<file path="config.mk">
export PLATFORM = sky130hd
export DESIGN_NAME = adder_share_arbiter_flat
export DESIGN_NICKNAME = d
export VERILOG_FILES = /design/src/rtl/adder_share_arbiter_if.sv /design/src/rtl/adder_share_arbiter.sv /design/src/flat_wrapper.sv
export SDC_FILE = /design/constraint.sdc
export NUM_CORES = 1
export LEC_CHECK = 0
export BUFFER_PORTS_ARGS = -buffer_cell sky130_fd_sc_hd__buf_4
export CORE_MARGIN = 10
export CORE_UTILIZATION = 45
export DETAILED_ROUTE_END_ITERATION = 6
export PLACE_DENSITY = 0.91
export RECOVER_POWER = 50
export SLEW_MARGIN = 20
export SYNTH_ARGS = -nofsm -noshare
export SYNTH_HDL_FRONTEND = slang
export SYNTH_SLANG_ARGS = --single-unit
</file>
<file path="constraint.sdc">
create_clock -name clk -period 3.97 [get_ports clk]
set_input_delay 0.397 -clock clk [delete_from_list [all_inputs] [get_ports clk]]
set_output_delay 0.397 -clock clk [all_outputs]
set_load 0.02 [all_outputs]
</file>
<file path="src/rtl/adder_share_arbiter_if.sv">
// rtl/adder_share_arbiter_if.sv - request/result bundle for the shared adder arbiter
// Optional req_sub lane is present only when ADDER_ARB_SUB_EN is defined.
interface adder_share_arbiter_if #(
  parameter int NREQ   = 4,
  parameter int DATA_W = 16
);
  localparam int ID_W = $clog2(NREQ);

  logic [NREQ-1:0]        req_valid;
  logic [NREQ-1:0]        req_ready;
  logic [NREQ*DATA_W-1:0] req_a;
  logic [NREQ*DATA_W-1:0] req_b;
  logic [NREQ-1:0]        req_cin;
  logic                   res_valid;
  logic                   res_ready;
  logic [DATA_W-1:0]      res_sum;
  logic                   res_cout;
  logic [ID_W-1:0]        res_id;
`ifdef ADDER_ARB_SUB_EN
  logic [NREQ-1:0]        req_sub;

  modport master (
    output req_valid, req_a, req_b, req_cin, req_sub, res_ready,
    input  req_ready, res_valid, res_sum, res_cout, res_id
  );
  modport slave (
    input  req_valid, req_a, req_b, req_cin, req_sub, res_ready,
    output req_ready, res_valid, res_sum, res_cout, res_id
  );
`else
  modport master (
    output req_valid, req_a, req_b, req_cin, res_ready,
    input  req_ready, res_valid, res_sum, res_cout, res_id
  );
  modport slave (
    input  req_valid, req_a, req_b, req_cin, res_ready,
    output req_ready, res_valid, res_sum, res_cout, res_id
  );
`endif
endinterface

</file>
<file path="src/rtl/adder_share_arbiter.sv">
// rtl/adder_share_arbiter.sv - round-robin arbiter sharing one adder, one-deep result buffer
// Define ADDER_ARB_SUB_EN to add per-requester subtract (req_sub).
module adder_share_arbiter #(
  parameter int NREQ   = 4,
  parameter int DATA_W = 16
) (
  input logic                  clk,
  input logic                  rst_n,
  adder_share_arbiter_if.slave bus
);
  localparam int ID_W = $clog2(NREQ);
  localparam logic [0:0] ST_EMPTY = 1'b0;
  localparam logic [0:0] ST_FULL  = 1'b1;

  logic [0:0]        state;
  logic [ID_W-1:0]   rr_ptr;
  logic [ID_W-1:0]   gnt_idx;
  logic [ID_W-1:0]   cand;
  logic              found;
  logic              can_accept;
  logic              accept;
  logic [NREQ-1:0]   grant_oh;
  logic [DATA_W-1:0] a_sel;
  logic [DATA_W-1:0] b_eff;
  logic              cin_eff;
  logic [DATA_W:0]   sum_full;
  logic [DATA_W-1:0] sum_q;
  logic              cout_q;
  logic [ID_W-1:0]   id_q;

  assign can_accept = (state == ST_EMPTY) || bus.res_ready;

  // First valid requester at or after rr_ptr, wrapping modulo NREQ.
  always_comb begin
    found   = 1'b0;
    gnt_idx = '0;
    cand    = '0;
    for (int k = 0; k < NREQ; k++) begin
      cand = ID_W'((int'(rr_ptr) + k) % NREQ);
      if (!found && bus.req_valid[cand]) begin
        found   = 1'b1;
        gnt_idx = cand;
      end
    end
  end

  assign grant_oh      = NREQ'(1) << gnt_idx;
  assign bus.req_ready = (rst_n && found && can_accept) ? grant_oh : '0;
  assign accept        = |bus.req_ready;

  // Operand mux depends only on the grant, so ready never looks at operand data.
  always_comb begin
    a_sel   = bus.req_a[int'(gnt_idx)*DATA_W +: DATA_W];
    b_eff   = bus.req_b[int'(gnt_idx)*DATA_W +: DATA_W];
    cin_eff = bus.req_cin[gnt_idx];
`ifdef ADDER_ARB_SUB_EN
    if (bus.req_sub[gnt_idx]) begin
      b_eff   = ~b_eff;
      cin_eff = 1'b1;
    end
`endif
  end

  assign sum_full = {1'b0, a_sel} + {1'b0, b_eff} + {{DATA_W{1'b0}}, cin_eff};

  always_ff @(posedge clk) begin
    if (!rst_n) begin
      state  <= ST_EMPTY;
      sum_q  <= '0;
      cout_q <= 1'b0;
      id_q   <= '0;
      rr_ptr <= '0;
    end else if (accept) begin
      state  <= ST_FULL;
      sum_q  <= sum_full[DATA_W-1:0];
      cout_q <= sum_full[DATA_W];
      id_q   <= gnt_idx;
      rr_ptr <= (gnt_idx == ID_W'(NREQ-1)) ? '0 : gnt_idx + 1'b1;
    end else if ((state == ST_FULL) && bus.res_ready) begin
      state <= ST_EMPTY;
    end
  end

  assign bus.res_valid = (state == ST_FULL);
  assign bus.res_sum   = sum_q;
  assign bus.res_cout  = cout_q;
  assign bus.res_id    = id_q;
endmodule

</file>
<file path="src/flat_wrapper.sv">
// flat-port wrapper written by rule: the top's interface ports become plain ports
module adder_share_arbiter_flat 
#(
  parameter int NREQ   = 4,
  parameter int DATA_W = 16
)
  (clk, rst_n, bus_req_valid, bus_req_a, bus_req_b, bus_req_cin, bus_res_ready, bus_req_ready, bus_res_valid, bus_res_sum, bus_res_cout, bus_res_id);
  adder_share_arbiter_if #(.NREQ(NREQ), .DATA_W(DATA_W)) bus_i ();
  input logic clk;
  input logic rst_n;
  input wire logic [$bits(bus_i.req_valid)-1:0] bus_req_valid;
  input wire logic [$bits(bus_i.req_a)-1:0] bus_req_a;
  input wire logic [$bits(bus_i.req_b)-1:0] bus_req_b;
  input wire logic [$bits(bus_i.req_cin)-1:0] bus_req_cin;
  input wire logic [$bits(bus_i.res_ready)-1:0] bus_res_ready;
  output wire logic [$bits(bus_i.req_ready)-1:0] bus_req_ready;
  output wire logic [$bits(bus_i.res_valid)-1:0] bus_res_valid;
  output wire logic [$bits(bus_i.res_sum)-1:0] bus_res_sum;
  output wire logic [$bits(bus_i.res_cout)-1:0] bus_res_cout;
  output wire logic [$bits(bus_i.res_id)-1:0] bus_res_id;
  assign bus_i.req_valid = bus_req_valid;
  assign bus_i.req_a = bus_req_a;
  assign bus_i.req_b = bus_req_b;
  assign bus_i.req_cin = bus_req_cin;
  assign bus_i.res_ready = bus_res_ready;
  assign bus_req_ready = bus_i.req_ready;
  assign bus_res_valid = bus_i.res_valid;
  assign bus_res_sum = bus_i.res_sum;
  assign bus_res_cout = bus_i.res_cout;
  assign bus_res_id = bus_i.res_id;
  adder_share_arbiter #(.NREQ(NREQ), .DATA_W(DATA_W)) u_core (.clk(clk), .rst_n(rst_n), .bus(bus_i));
endmodule
</file>
-- Yosys cells after proc, flatten, opt, wreduce, memory -nomap -nowiden
Index checks and enable logic that the tools add are counted.
- bits in registers: 22
- bits in latches: 0
- memory bits (writable): 0
- memory bits (read-only): 0
- word-level logic and storage cells: 55
- memories: 0
- add/subtract/negate cells: 6
- $mul: 0
- divide/modulo/power cells: 0
- order comparisons: 5
- equality and inequality tests: 1
- shift-type cells: 3
- multiplexer cells: 22
- bitwise logic cells: 1
- reductions and logical operators: 12
- operators with widths (kind ; number):
    64-bit by 7-bit variable part select with 16-bit output ; 2
    16-bit by 16-bit adder with 17-bit output ; 1
    17-bit by 1-bit adder with 17-bit output ; 1
    2-bit by 3-bit < comparator with 1-bit output, second input constant ; 5
    1-bit 2-to-1 mux ; 11
    1-bit binary-select mux with 2-bit select ; 5
    2-bit 2-to-1 mux ; 5
    1-bit logical AND ; 6
    2-bit by 1-bit adder with 2-bit output, second input constant ; 2
    2-bit adder, second input constant ; 2
    4-bit 2-to-1 mux ; 1
    4-bit OR reduction ; 1
    1-bit by 2-bit left shift with 4-bit output, first input constant ; 1
    1-bit logical NOT ; 3
    2-bit equality test, second input constant ; 1
    2-bit nonzero test ; 1
    1-bit logical OR ; 1
    1-bit NOT ; 1

-- Depth between registers and ports, before layout
- word-level depth: 17
- gate-level depth with buffers: 18
- depth with buffers taken out: 16

-- Worst setup path before layout
OpenSTA, ideal clock, no wires.
- path type: reg2reg
- start point: register u_core.rr_ptr[1]
- end point: register u_core.cout_q (netlist: u_core.bus.res_cout)
- setup time: 0.120 ns
- arrival time: 3.363 ns
- data required time: 3.850 ns
- path slack: 0.487 ns
- cell stages (with the launch flop): 18
- period minus slack after synthesis: 3.483 ns
- cell sequence: dfxtp_1 -> mux2i_1 -> nor2_1 -> or3_1 -> buf_2 -> buf_2 -> nor2_1 -> nor2_1 -> o21ai_0 -> fa_1 -> inv_1 -> fa_1 -> a211oi_1 -> o21bai_1 -> o22a_1 -> a41o_1 -> a211oi_1 -> nor2_1
- longest elaborated chain between the ends: 16
- elaborated cells on any way between the ends: 36
- RTL lines (item ; line ; RTL):
    start: declaration ; adder_share_arbiter.sv:16 ; logic [ID_W-1:0] rr_ptr;
    start signal: assignment ; adder_share_arbiter.sv:78 ; rr_ptr <= (gnt_idx == ID_W'(NREQ-1)) ? '0 : gnt_idx + 1'b1;
    branches (longest 16 deep; another with 2-bit by 1-bit adder with 2-bit output) ; - ;
    end signal: assignment ; adder_share_arbiter.sv:76 ; cout_q <= sum_full[DATA_W];
    end: declaration ; adder_share_arbiter.sv:28 ; logic cout_q;
Parallel ways; which one is timed is not known. The select of a mux whose other input is x is not followed.
A chain may end at the register's enable or synchronous reset.

-- Worst setup path after layout
Ends and elaborated chain as after synthesis.

==> results.yml <==
pwr:
  sw_frac_of_total_pct: 47.6
  p_seq_share_pct: 18.2
  power.density_nw_per_um2: 455
  power_frac_comb_pct: 72.8
  pwr-share-clk_pct: 8.9
  p_leak_uw: 0.00199
  ir_worst_vdd_uv: 276
  switching_power_uw: 857
  p_int_uw: 944
logic_synthesis:
  yosysUniqueCellTypes: 49
  synth_edf_count: 0
  yosys.area.top_type: "nand2_1"
  yosys-top-cells-area: "nand2_1 20%, dfxtp_1 16%, ha_1 8.7%"
  async_flop_share_pct: 0
  yosysWarnings: 0
  synth-seq-cells: 22
  synth_fp_nets: 580
  synth-main-ff-cell: "dfxtp_1"
  synthTopCellsByCount: "144 x nand2_1, 34 x a31oi_1, 34 x and3_1"
  synth_area_um2: 2720
  synth_most_common_cell: "nand2_1"
  syn_avg_cell_area_um2: 6.48
  synth_top_area_share_pct: 19.9
  yosysSeqAreaShare_pct: 16.2
  synthCells: 420
worst_setup_path:
  worst_path_max_delay_cell: "or3_2"
  path_buf_inv: 2
  crit_arrival_ns: 3.87
  critPathRequiredTime_ns: 4.13
  path_class: "register to register"
  cp_max_fo: 30
  crit_path_start_kind: "register"
  slowest_delay_ns: 0.58
  crit_chain: "mux2i_1 > nor2_1 > or3_2 > clkinv_4 > buf_12 > nand2_1 > and3_1 > a31oi_1 > ha_1 > and3_1 > a221oi_2 > o21ai_0 > a41o_1 > a211oi_1 > nor2_1"
  crit_family: "simple AND/OR/NAND/NOR gates"
  crit_path_end_kind: "register"
clock_network:
  clk_latency_ns: 0.26
  htreeDepth: 1
  clock-sinks: 22
  root_buffer: "clkbuf_8"
  cts_tree: "yes"
  cts_buffers: 3
  clock_path_buffers: 2
  cts_hold_buf: 0
  path_clk_slew_ns: 0.08
  cts_setup_buffers: 0
timing:
  slew_violations: 0
  rsz0062_at_grt: "no"
  hold_ws_ns: 0.464
  tightest_slew_ns: 0.419
  maxClockFrequency_ghz: 0.269
  clock_skew_ns: 0.000698
  hold_violations: 0
  relSlewSlack_pct: 72.0
  finalSetupViolCount: 0
  fin_setup_tns_ns: 0
  fin_crit_sh_pct: 93.6
  finalCriticalPeriod_ns: 3.71
global_route:
  track_usage_pct: 19.2
  grt_max_degree: 37
  grt_pass1_vias: 3609
  overflow: 0
  grt_pass1_wl_mm: 16.1
  antenna_found_initial: 0
detailed_routing:
  vias_per_cell: 5.46
  drc: 0
  routed-wl-met3_um: 649
  ant_nets: 0
  dr.max_layer_used: "met4"
  wl_per_cell_um: 15.5
  drt_first_iter_violations: 193
  wl_mm: 9.96
  routedLengthMet1_mm: 4.18
  dr_total_vias: 3506
  met2_wirelength_mm: 4.97
  drtPass1Iterations: 4
placement:
  port-buffer-count: 162
  gp_congestion: 0.957
  place_hpwl_mm: 8.43
floorplan:
  die_w_um: 97.8
  rows: 28
  start_util_pct: 46.3
  io_pins: 163
  dieArea_um2: 9560
  die_height_um: 97.8
  core_area_um2: 5890
final_layout:
  final_util_pct: 67.3
  diodes: 0
  drive_above_1_share_pct: 29.3
  nNetsFinal: 728
  area_delta_synth_final_pct: 45.4
flow_run:
  max_cap_viol_count: 0
run_status:
  run_status: "finished clean"
worst_hold_path:
  hold_path_class: "register to register"
## kinds of logic after synthesis
logic type      synth area share (%)
simple gates                    36.6
fa+ha+maj                       10.2
compound gates                  24.7
buf+inv                         7.35
xor+xnor                        4.18
flops                           16.2
mux                            0.781
## timing repair
| item | CTS | global route |
|---|---|---|
| endpoints found under the setup margin | 0 | 5 |
| gates resized for setup | 0 | 3 |
| endpoints found under the hold margin | 0 | 0 |
## sequential cells by signal, indices dropped and copies added (netlist names)
name	count
u_core.bus.res_sum	16
u_core.bus.res_id	2
u_core.rr_ptr	2
u_core.bus.res_cout	1
u_core.bus.res_valid	1
## layer usage
metal,GRT usage [%],vias to the layer above
met1,22.3,1597
met3,4.51,16
met5,0,-
li1,-,1760
met4,5.15,0
met2,34.2,133
## through the flow
stage | setup WS, ns | std cells | cell area, µm² | total power [µW]
finish | 0.256 | 642 | 3960 | 1800
CTS | 0.162 | 642 | 4030 | 1850
detailed placement | 0.187 | 638 | 3980 | 1690
floorplan | 0.487 | 420 | 2720 | 1260
global route | 0.000336 | 642 | 3960 | 1960
global placement | 0.278 | 638 | 3980 | 1650
## worst reg2reg max path, cell delays in order (launching register included)
cell and delay [ns]:
dfxtp_2 0.40, mux2i_1 0.21, nor2_1 0.05, or3_2 0.58, clkinv_4 0.23, buf_12 0.21, nand2_1 0.08, and3_1 0.16
a31oi_1 0.14, ha_1 0.31, and3_1 0.28, a221oi_2 0.30, o21ai_0 0.14, a41o_1 0.23, a211oi_1 0.22, nor2_1 0.07
## layout make-up
type | count | area (µm²)
clock buffers | 4 | 55.1
fillers | 514 | 1930
inverters | 7 | 31.3
multi-input cells | 361 | 2100
flip-flops and latches | 22 | 442
well taps | 75 | 93.8
repair buffers | 173 | 1240
## power groups by stage
stage | Combinational (µW) | Clock, µW | Sequential, µW
finish | 1310 | 161 | 328
global placement | 1320 | 0 | 332
floorplan | 850 | 0 | 407
global route | 1450 | 166 | 336
CTS | 1360 | 161 | 329
detailed placement | 1350 | 0 | 334
## final timing paths
check / start / end / slack (ns) / cells after the start
worst max-delay path: u_core.rr_ptr[1] / u_core.bus.res_cout / 0.26 / 15
worst min register to register: u_core.bus.res_id[0] / u_core.bus.res_id[0] / 0.46 / 2
worst max register to register: u_core.rr_ptr[1] / u_core.bus.res_cout / 0.26 / 15
worst min-delay path: u_core.bus.res_id[0] / u_core.bus.res_id[0] / 0.46 / 2
## layout by cell type, fill, tap and decap left out, types with 2 or more instances in the layout
cell type  instances
ha_1              19
buf_4            152
o21ai_0           19
xor2_1             7
nor2b_1            2
and2_1             9
a211oi_1           3
nand2_1          144
o21a_1             2
nand2b_1           3
a21o_1             5
xnor2_1            6
clkbuf_1          20
dfxtp_1           21
clkbuf_8           4
and3_1            34
nand3_1           12
a21boi_0           4
a22oi_1            2
nor2_1            13
a21oi_1           12
a31oi_1           34
o211a_1            2
fa_1               2
o21bai_1           2
o21ai_1            5
inv_1              6
No activity file was read; power rests on OpenSTA's default activity.
